**src/rtl/mult_pkg.sv**
```systemverilog
// Shared types and sizing for the sequential Booth multiplier.
// MULT_UNSIGNED_EN adds a signed/unsigned mode and one extra Booth step.
package mult_pkg;

  typedef enum logic [1:0] {
    IDLE,
    RUN,
    DONE
  } state_t;

  localparam int unsigned N_BITS = 32;

`ifdef MULT_UNSIGNED_EN
  localparam int unsigned EXT_BITS = 1;
`else
  localparam int unsigned EXT_BITS = 0;
`endif

  localparam int unsigned ITER  = N_BITS + EXT_BITS;
  localparam int unsigned CNT_W = $clog2(ITER + 1);

endpackage

```
**src/rtl/mult_booth_step.sv**
```systemverilog
// One radix-2 Booth iteration: conditional add/subtract of M into A,
// then arithmetic right shift of {A,Q,Q_1} by one bit.
module booth_step #(
  parameter int unsigned AW = 33,
  parameter int unsigned QW = 32
) (
  input  logic [AW-1:0] a,
  input  logic [AW-1:0] m,
  input  logic [QW-1:0] q,
  input  logic          q_1,
  output logic [AW-1:0] a_nx,
  output logic [QW-1:0] q_nx,
  output logic          q1_nx
);

  logic [AW-1:0] sum;

  always_comb begin
    sum = a;
    case ({q[0], q_1})
      2'b01:   sum = a + m;
      2'b10:   sum = a - m;
      default: sum = a;
    endcase
    {a_nx, q_nx, q1_nx} = {sum[AW-1], sum, q};
  end

endmodule

```
**src/rtl/mult.sv**
```systemverilog
// Sequential radix-2 Booth multiplier writing a 2*n_bits product to hi/lo.
// Defining MULT_UNSIGNED_EN adds the multU port (unsigned when 1).
module mult
  import mult_pkg::*;
#(
  parameter int unsigned n_bits = N_BITS
) (
  input  logic              clk,
  input  logic              reset,
  input  logic [n_bits-1:0] srcA,
  input  logic [n_bits-1:0] srcB,
`ifdef MULT_UNSIGNED_EN
  input  logic              multU,
`endif
  input  logic              multCtrl,
  output logic [n_bits-1:0] hi,
  output logic [n_bits-1:0] lo,
  output logic              multDone
);

  localparam int unsigned QW = n_bits + EXT_BITS;
  localparam int unsigned AW = QW + 1;
  localparam int unsigned CW = $clog2(QW + 1);

  state_t        state_q, state_d;
  logic [AW-1:0] a_q, a_d, m_q, m_d;
  logic [QW-1:0] q_q, q_d;
  logic          q1_q, q1_d;
  logic [CW-1:0] cnt_q, cnt_d;
  logic [n_bits-1:0] hi_d, lo_d;
  logic          done_d;

  logic [QW-1:0] ext_a, ext_b;
  logic [AW-1:0] a_nx;
  logic [QW-1:0] q_nx;
  logic          q1_nx;
  logic [2*n_bits-1:0] prod_w;

`ifdef MULT_UNSIGNED_EN
  assign ext_a = {(multU ? 1'b0 : srcA[n_bits-1]), srcA};
  assign ext_b = {(multU ? 1'b0 : srcB[n_bits-1]), srcB};
`else
  assign ext_a = srcA;
  assign ext_b = srcB;
`endif

  // {A,Q} holds the full-width product; hi:lo keeps its low 2*n_bits bits.
  assign prod_w = (2*n_bits)'({a_q, q_q});

  booth_step #(.AW(AW), .QW(QW)) u_step (
    .a    (a_q),
    .m    (m_q),
    .q    (q_q),
    .q_1  (q1_q),
    .a_nx (a_nx),
    .q_nx (q_nx),
    .q1_nx(q1_nx)
  );

  always_comb begin
    state_d = state_q;
    a_d     = a_q;
    m_d     = m_q;
    q_d     = q_q;
    q1_d    = q1_q;
    cnt_d   = cnt_q;
    hi_d    = hi;
    lo_d    = lo;
    done_d  = 1'b0;
    case (state_q)
      IDLE: begin
        if (multCtrl) begin
          m_d     = {ext_a[QW-1], ext_a};
          a_d     = '0;
          q_d     = ext_b;
          q1_d    = 1'b0;
          cnt_d   = CW'(QW);
          state_d = RUN;
        end
      end
      RUN: begin
        // Steps run while the counter is nonzero; the edge that sees zero hands off to DONE.
        if (cnt_q != '0) begin
          a_d   = a_nx;
          q_d   = q_nx;
          q1_d  = q1_nx;
          cnt_d = cnt_q - CW'(1);
        end else begin
          state_d = DONE;
        end
      end
      DONE: begin
        hi_d    = prod_w[2*n_bits-1:n_bits];
        lo_d    = prod_w[n_bits-1:0];
        done_d  = 1'b1;
        state_d = IDLE;
      end
      default: state_d = IDLE;
    endcase
  end

  always_ff @(posedge clk or posedge reset) begin
    if (reset) begin
      state_q  <= IDLE;
      a_q      <= '0;
      m_q      <= '0;
      q_q      <= '0;
      q1_q     <= 1'b0;
      cnt_q    <= '0;
      hi       <= '0;
      lo       <= '0;
      multDone <= 1'b0;
    end else begin
      state_q  <= state_d;
      a_q      <= a_d;
      m_q      <= m_d;
      q_q      <= q_d;
      q1_q     <= q1_d;
      cnt_q    <= cnt_d;
      hi       <= hi_d;
      lo       <= lo_d;
      multDone <= done_d;
    end
  end

endmodule

```
**config.mk**
```make
export PLATFORM = sky130hd
export DESIGN_NAME = mult
export DESIGN_NICKNAME = d
export VERILOG_FILES = /design/src/rtl/mult_pkg.sv /design/src/rtl/mult_booth_step.sv /design/src/rtl/mult.sv
export SDC_FILE = /design/constraint.sdc
export NUM_CORES = 1
export LEC_CHECK = 0
export ABC_AREA = 1
export CAP_MARGIN = 10
export CORE_MARGIN = 2
export CORE_UTILIZATION = 45
export CTS_CLUSTER_DIAMETER = 120
export DETAILED_ROUTE_END_ITERATION = 7
export GPL_TIMING_DRIVEN = 1
export PLACE_DENSITY = 0.78
export REMOVE_ABC_BUFFERS = 1
export SLEW_MARGIN = 20
export SYNTH_ARGS = -nofsm -noshare
export SYNTH_HDL_FRONTEND = slang
export SYNTH_SLANG_ARGS = --single-unit
export TNS_END_PERCENT = 30
```
**constraint.sdc**
```tcl
create_clock -name clk -period 7.6 [get_ports clk]
set_input_delay 1.52 -clock clk [delete_from_list [all_inputs] [get_ports clk]]
set_output_delay 1.52 -clock clk [all_outputs]
set_load 0.03 [all_outputs]
```
==> results of run 1 <==
## sequential cells by signal (all words and copies together), names as in the netlist
signal,count
state_q,2
q1_q,1
hi,32
m_q,32
q_q,32
a_q,32
multDone,1
lo,32
cnt_q,6
## cell families (layout without fill, tap and decap cells)
group,Yosys count,count (layout),synth area share
and+or+nand+nor,565,565,0.230
AOI/OAI and AO/OA,280,280,0.158
buffers and inverters,279,400,0.108
DFF,170,170,0.426
xor gates and xnor gates,37,37,0.0324
adders and majority gates,36,36,0.0458
## cell type report
| cell class | instances | area (um^2) | share of cell area |
|---|---|---|---|
| inverters | 231 | 873 | 0.0720 |
| clock buffers | 17 | 425 | 0.0351 |
| well taps | 280 | 350 | 0.0289 |
| flip-flops and latches | 170 | 4250 | 0.351 |
| clock inverters | 15 | 201 | 0.0166 |
| multi-input cells | 918 | 4670 | 0.385 |
| repair buffers | 137 | 1360 | 0.112 |
## Yosys cell counts, drive strengths merged, types with 2 or more instances
| cell | n | share of area |
|---|---|---|
| nor3 | 11 | 0.0070 |
| o31ai | 4 | 0.0040 |
| a21o | 2 | 0.0015 |
| buf | 20 | 0.010 |
| a22oi | 31 | 0.023 |
| o21bai | 4 | 0.0030 |
| nand2 | 403 | 0.15 |
| nand3 | 60 | 0.032 |
| o21ai | 167 | 0.086 |
| nor2 | 78 | 0.031 |
| o211ai | 4 | 0.0030 |
| inv | 231 | 0.087 |
| o221ai | 2 | 0.0018 |
| nor4 | 2 | 0.0013 |
| a21oi | 60 | 0.032 |
| clkbuf | 28 | 0.011 |
| ha | 35 | 0.044 |
| nand4 | 4 | 0.0025 |
| xor2 | 36 | 0.032 |
| dfrtp | 170 | 0.43 |
| o22ai | 4 | 0.0025 |
| or2 | 6 | 0.0038 |
## metal layers
metal | up-vias | share of wire | global-route usage
met5 | - | 0 | 0
met4 | 0 | 0.015 | 0.0670
met1 | 4262 | 0.46 | 0.311
met2 | 253 | 0.46 | 0.376
li1 | 4541 | - | -
met3 | 35 | 0.064 | 0.0525
## worst max-delay path, cell delays in order, from the launching register on
cell	delay, ns
dfrtp_1	0.36
inv_1	0.08
ha_1	0.57
inv_2	0.38
nand2_2	0.20
o21ai_2	0.10
a21oi_4	0.18
nand2_1	0.07
nand2_1	0.07
nand2_1	0.08
ha_1	0.35
nand2_1	0.08
nand2_1	0.06
nand3_1	0.06
nand2_1	0.06
a21oi_1	0.15
nand2_1	0.08
a21oi_1	0.28
nand3_1	0.12
nand3_1	0.10
nand2_1	0.05
## metrics by stage
step	setup WS, ns	utilization	instance area, um^2	hold slack [ns]	cells
2_1_floorplan	1.48	-	9780	0.436	1319
3_3_place_gp	3.96	0.527	11500	0.465	1736
3_5_place_dp	3.92	0.527	11500	0.472	1736
4_1_cts	4.05	0.556	12100	0.485	1768
5_1_grt	3.65	0.556	12100	0.512	1768
6_report	4.01	0.556	12100	0.480	1768
## worst paths after layout
check	from	end	slack (ns)	cells past startpoint
worst min-delay path	hi[26]	hi[26]	0.48	2
worst max register to register	q1_q	a_q[31]	4.01	20
worst min register to register	hi[26]	hi[26]	0.48	2
worst max-delay path	q1_q	a_q[31]	4.01	20
max in group asynchronous	reset	hi[9]	4.55	3
min in group asynchronous	reset	q_q[18]	1.63	2
## cell usage in the layout, fill, tap and decap left out, drive strengths merged
cell type / count
nand2: 403
inv: 237
dfrtp: 170
o21ai: 167
clkdlybuf4s50: 131
nor2: 78
nand3: 60
a21oi: 60
xor2: 36
ha: 35
a22oi: 31
clkbuf: 17
nor3: 11
or2: 6
buf: 6
clkinv: 6
o22ai: 4
nand4: 4
o211ai: 4
o21bai: 4
o31ai: 4
o221ai: 2
a21o: 2
nor4: 2
bufinv: 2
xnor2: 1
and2: 1
o41ai: 1
a31oi: 1
fa: 1
clkinvlp: 1
==> impl_metrics.ini, run 1 <==
[routing]
drt-pass1-iter-count = 5
routed_wl_um = 26600
vias_per_cell = 5.14
vias = 9091
wl_per_cell_um = 15.1
drtAntennaViolNets = 0
route.detailed.drc = 0
first_iter_violations = 736

[layout]
fillers = 2000
antenna_cells = 0
nets = 1578
synthToLayoutAreaGrowth_pct = 21.4
drive_above_1_share = 0.0491

[critical_path]
cp.arrival_ns = 3.92
critPathLaunchType = flop
criticalPathCategory = reg2reg
cp_max_fo = 21
endpoint_kind = flop
crit_required_ns = 7.93

[yosys]
synth_area_per_cell_um2 = 7.31
yosys_register_bits = 170
async_reset_ff_frac = 1.00
yosys_warnings = 0
synth-edff-count = 0
synthesis.area_um2 = 9990
ys_seq_area_frac = 0.426
syn-instance-count = 1367
ys.flop_type = dfrtp_1
synth.distinct_cells = 43

[floorplanning]
core-area_um2 = 21800
die_x_um = 153
initial_utilization = 0.458
die-area_um2 = 23400
rows = 54
io-pin-count = 132
fp.dieH_um = 153

[clock_network]
cts_resized = 0
htree_levels = 4
root_buffer = clkbuf_16
clock_path_buffers = 2
cts_setup_buffers = 0
tritoncts = yes
path_clk_slew_ns = 0.07
clkLatencyLatePin_ns = 0.44
cts_buffers = 17
hold_buffers = 0
numClockSinks = 170

[place]
portBuffers = 131
post-dp-hpwl_um = 19000
routabilityCongestion = 0.928

[timing]
fmax_mhz = 279
hold_viol_final = 0
fin_skew_ns = 0.0149
maxSlewHeadroom = 0.254
finalSetupViolations = 0
timing.final.crit_share = 0.472
rsz0062_at_grt = false
setup_tns_ns = 0
fin_crit_ns = 3.59
worstMarginPinSlew_ns = 1.12
maxSlewViolCount = 0

[global_route]
antenna_found_initial = 0
overflow = 0
grt_pass1_wl_um = 44200
grtUsageTotal = 0.231
grt_pass1_vias = 9080
grt_max_degree = 129

[job]
cap_viol_max_count = 0

[min_path]
hold_path_class = reg2reg

[outcome]
status = completed
Power of run 1 is not shown: default switching activity piles up to over one toggle a cycle in this logic, so the estimate is an artifact.
==> run 2, diff against run 1 <==
Clock period 7.6 ns to 3.75 ns, I/O delays scaled along.
==> run 2 against run 1 <==
Die area did not move. Fmax rose by 13%. Critical path depth did not move. Register-to-register slack got worse by 3.5 ns. Cell count rose by 0.28%. First-iteration DRC count fell by 16%. Worst setup slack got worse by 3.5 ns. Sequential cell count did not move. Global-route usage fell by 0.085 points. Clock skew fell by 0.0041 ns. Highest routed layer unchanged.
==> impl_metrics.ini, run 2 (synthesized netlist as in run 1, its figures left out) <==
[routing]
route.detailed.drc = 0
first_iter_violations = 615
drtAntennaViolNets = 0
drt-pass1-iter-count = 5
wl_per_cell_um = 15.0
routed_wl_um = 26600
vias = 8966
vias_per_cell = 5.06

[clock_network]
tritoncts = yes
cts_setup_buffers = 0
cts_buffers = 17
hold_buffers = 0
clock_path_buffers = 2
root_buffer = clkbuf_16
cts_resized = 0
htree_levels = 4
path_clk_slew_ns = 0.07
numClockSinks = 170
clkLatencyLatePin_ns = 0.44

[global_route]
grt_pass1_wl_um = 43600
antenna_found_initial = 0
grt_pass1_vias = 8798
overflow = 0
grtUsageTotal = 0.231
grt_max_degree = 89

[layout]
drive_above_1_share = 0.0522
final_common_cell = nand2_1
antenna_cells = 0
instances_no_fill = 1773
synthToLayoutAreaGrowth_pct = 21.7
post-route-cell-area_um2 = 12200
final_cell_mix = 399 x nand2_1, 223 x inv_1, 170 x dfrtp_1
nets = 1583
fillers = 2086

[place]
routabilityCongestion = 0.964
portBuffers = 131
post-dp-hpwl_um = 19700
dpl_cell_area_um2 = 11600
place_ws_ns = 0.621
dp.cells = 1741

[critical_path]
endpoint_kind = flop
critPathLaunchType = flop
criticalPathCategory = reg2reg
crit_start = m_q[0]
rrSetupSlack_ns = 0.56
r2r_cells = 20
r2r_end = a_q[27]
crit_required_ns = 4.09
worstReg2RegStart = m_q[0]
cp.arrival_ns = 3.53
cp_max_fo = 4

[timing]
fin_skew_ns = 0.0108
rsz0062_at_grt = false
hold_viol_final = 0
maxSlewHeadroom = 0.258
finalSetupViolations = 0
timing.final.crit_share = 0.851
fmax_mhz = 313
worstMarginPinSlew_ns = 1.11
setup_tns_ns = 0
maxSlewViolCount = 0
fin_crit_ns = 3.19
layout_setup_ws_ns = 0.559

[floorplanning]
fp.dieH_um = 153
core-area_um2 = 21800
die-area_um2 = 23400
die_x_um = 153
io-pin-count = 132
initial_utilization = 0.458
rows = 54

[min_path]
holdPathEnd = hi[18]
min_from = hi[18]
hold_path_class = reg2reg
hold_depth = 2

[outcome]
status = completed

[job]
cap_viol_max_count = 0
-- run 2: cell type report --
cell class | instances | area (um^2) | area share
Clock inverter | 15 | 175 | 0.0144
Timing Repair Buffer | 142 | 1420 | 0.117
Clock buffer | 17 | 425 | 0.0350
Sequential cell | 170 | 4250 | 0.350
Inverter | 231 | 873 | 0.0718
Multi-Input combinational cell | 918 | 4670 | 0.384
Tap cell | 280 | 350 | 0.0288
-- run 2: worst max path at each step --
stage              end  slack [ns]  cells after the start
2_1_floorplan   a_q[0]       -1.60                      1
3_3_place_gp   a_q[29]        0.60                     19
3_5_place_dp   a_q[29]        0.62                     19
4_1_cts        a_q[29]        0.60                     19
5_1_grt        a_q[27]        0.25                     17
6_report       a_q[27]        0.56                     20
-- run 2: critical path: stages (launching register included) --
cell,delay (ns)
dfrtp_1,0.39
inv_1,0.11
nand3_1,0.11
nor3_2,0.24
buf_4,0.18
a21oi_1,0.09
a21oi_1,0.16
xor2_1,0.26
ha_1,0.33
nand2_1,0.14
inv_1,0.05
nand2_1,0.07
nand2_1,0.07
a21oi_1,0.30
nor2_1,0.08
nor2_1,0.14
nand2_1,0.08
nand2_1,0.07
nand3_1,0.07
nand2_1,0.10
nand2_1,0.06
-- run 2: metal layers --
metal	vias up	global-route usage	wire length, um
li1	4548	-	-
met1	4109	0.314	12400
met2	271	0.361	11800
met3	38	0.0567	1790
met4	0	0.0780	621
met5	-	0	0
-- run 2: metrics by stage --
step                hold WS [ns]  utilization
floorplan                  0.436            -
global placement           0.465        0.530
detailed placement         0.472        0.530
CTS                        0.490        0.557
global route               0.513        0.557
finish                     0.485        0.557
Power of run 2 is left out for the same reason.
==> run 3, diff against run 2 <==
Settings changed: PLACE_DENSITY 0.78 to not set, PLACE_DENSITY_LB_ADDON set to 0.1.
==> run 3 against run 2 <==
Fmax is 6.0% lower. Global-route usage is 0.54 points higher. Register-to-register slack worse by 0.20 ns. Critical endpoint is now a_q[29]. Clock skew is 0.0049 ns higher.
==> impl_metrics.ini, run 3 (synthesized netlist as in run 1, its figures left out) <==
[clock_network]
root_buffer = clkbuf_16
clkLatencyLatePin_ns = 0.44
clock_path_buffers = 2
hold_buffers = 0
path_clk_slew_ns = 0.08
cts_resized = 0
tritoncts = yes
htree_levels = 4
cts_buffers = 17
cts_setup_buffers = 0
numClockSinks = 170

[layout]
final_cell_mix = 399 x nand2_1, 222 x inv_1, 170 x dfrtp_1
nets = 1584
drive_above_1_share = 0.0529
post-route-cell-area_um2 = 12200
fillers = 2145
antenna_cells = 0
synthToLayoutAreaGrowth_pct = 22.0
final_common_cell = nand2_1

[timing]
timing.final.crit_share = 0.905
fmax_mhz = 295
worstMarginPinSlew_ns = 1.05
maxSlewViolCount = 0
rsz0062_at_grt = false
finalSetupViolations = 0
fin_crit_ns = 3.39
maxSlewHeadroom = 0.295
hold_viol_final = 0
fin_skew_ns = 0.0157

[floorplanning]
initial_utilization = 0.458
core-area_um2 = 21800
io-pin-count = 132
rows = 54
die_x_um = 153
fp.dieH_um = 153
die-area_um2 = 23400

[critical_path]
crit_chain = inv_1, nand3_1, nor3_2, nand3_2, nand2_2, o21ai_2, a21oi_4, xor2_1, ha_1, nand2_1, inv_1, a21oi_1, o21ai_0, a21oi_1, nand2_1, nand2_1, nand3_1, nand2_1, nand2_1
crit_path_max_incr_delay_ns = 0.38
endpoint_kind = flop
cp.arrival_ns = 3.73
crit_start = m_q[0]
crit_buf_inv = 2
criticalPathCategory = reg2reg
worstReg2RegStart = m_q[0]
crit_required_ns = 4.08
cp_max_fo = 5
crit_top_cell = nand2_1
cp_top_family = simple AND/OR/NAND/NOR gates
critPathLaunchType = flop
cpMaxStageDelayCell = dfrtp_1

[global_route]
grt_pass1_wl_um = 44500
grt_max_degree = 59
grtUsageTotal = 0.236
grt_pass1_vias = 8656
antenna_found_initial = 0
overflow = 0

[routing]
drt-pass1-iter-count = 8
wl_per_cell_um = 15.2
routed_wl_um = 27000
vias_per_cell = 5.04
route.detailed.drc = 0
drtAntennaViolNets = 0
vias = 8935
first_iter_violations = 569

[place]
dpl_cell_area_um2 = 11600
portBuffers = 131
routabilityCongestion = 0.951
post-dp-hpwl_um = 20100

[outcome]
status = completed

[min_path]
hold_path_class = reg2reg
min_from = state_q[0]

[job]
cap_viol_max_count = 0
## run 3: path summary, 6_finish.rpt
kind | slack, ns | cells past startpoint | end
min in group asynchronous | 0.76 | 2 | q_q[25]
max in group asynchronous | 2.26 | 3 | hi[15]
hold / removal | 0.48 | 1 | multDone
hold reg to reg | 0.48 | 1 | multDone
setup reg to reg | 0.36 | 19 | a_q[29]
setup / recovery | 0.36 | 19 | a_q[29]
## run 3: stage by stage
| stage | std cells | utilization | TNS (ns) | hold slack (ns) | worst slack, ns |
|---|---|---|---|---|---|
| 6_report | 1774 | 0.559 | 0 | 0.477 | 0.356 |
| 5_1_grt | 1774 | 0.559 | 0 | 0.504 | 0.0716 |
| 4_1_cts | 1774 | 0.559 | 0 | 0.477 | 0.362 |
| 3_5_place_dp | 1742 | 0.531 | 0 | 0.465 | 0.374 |
| 3_3_place_gp | 1742 | 0.531 | 0 | 0.464 | 0.353 |
| 2_1_floorplan | 1319 | - | -272.59 | 0.436 | -1.60 |
## run 3: layout make-up
cell class                 count  area, um^2  share of cell area
inverter                     231         873              0.0716
clock buffer                  18         439              0.0360
timing repair buffer         143        1440               0.118
clock inverter                14         173              0.0142
sequential                   170        4250               0.349
tap                          280         350              0.0287
multi-input combinational    918        4670               0.383
## run 3: per-layer routing
metal	global-route usage	wire, um	up-vias
li1	-	-	4566
met1	0.322	12900	4132
met2	0.369	12000	200
met3	0.0629	1570	37
met4	0.0710	637	0
met5	0	0	-
Power of run 3 is left out for the same reason.
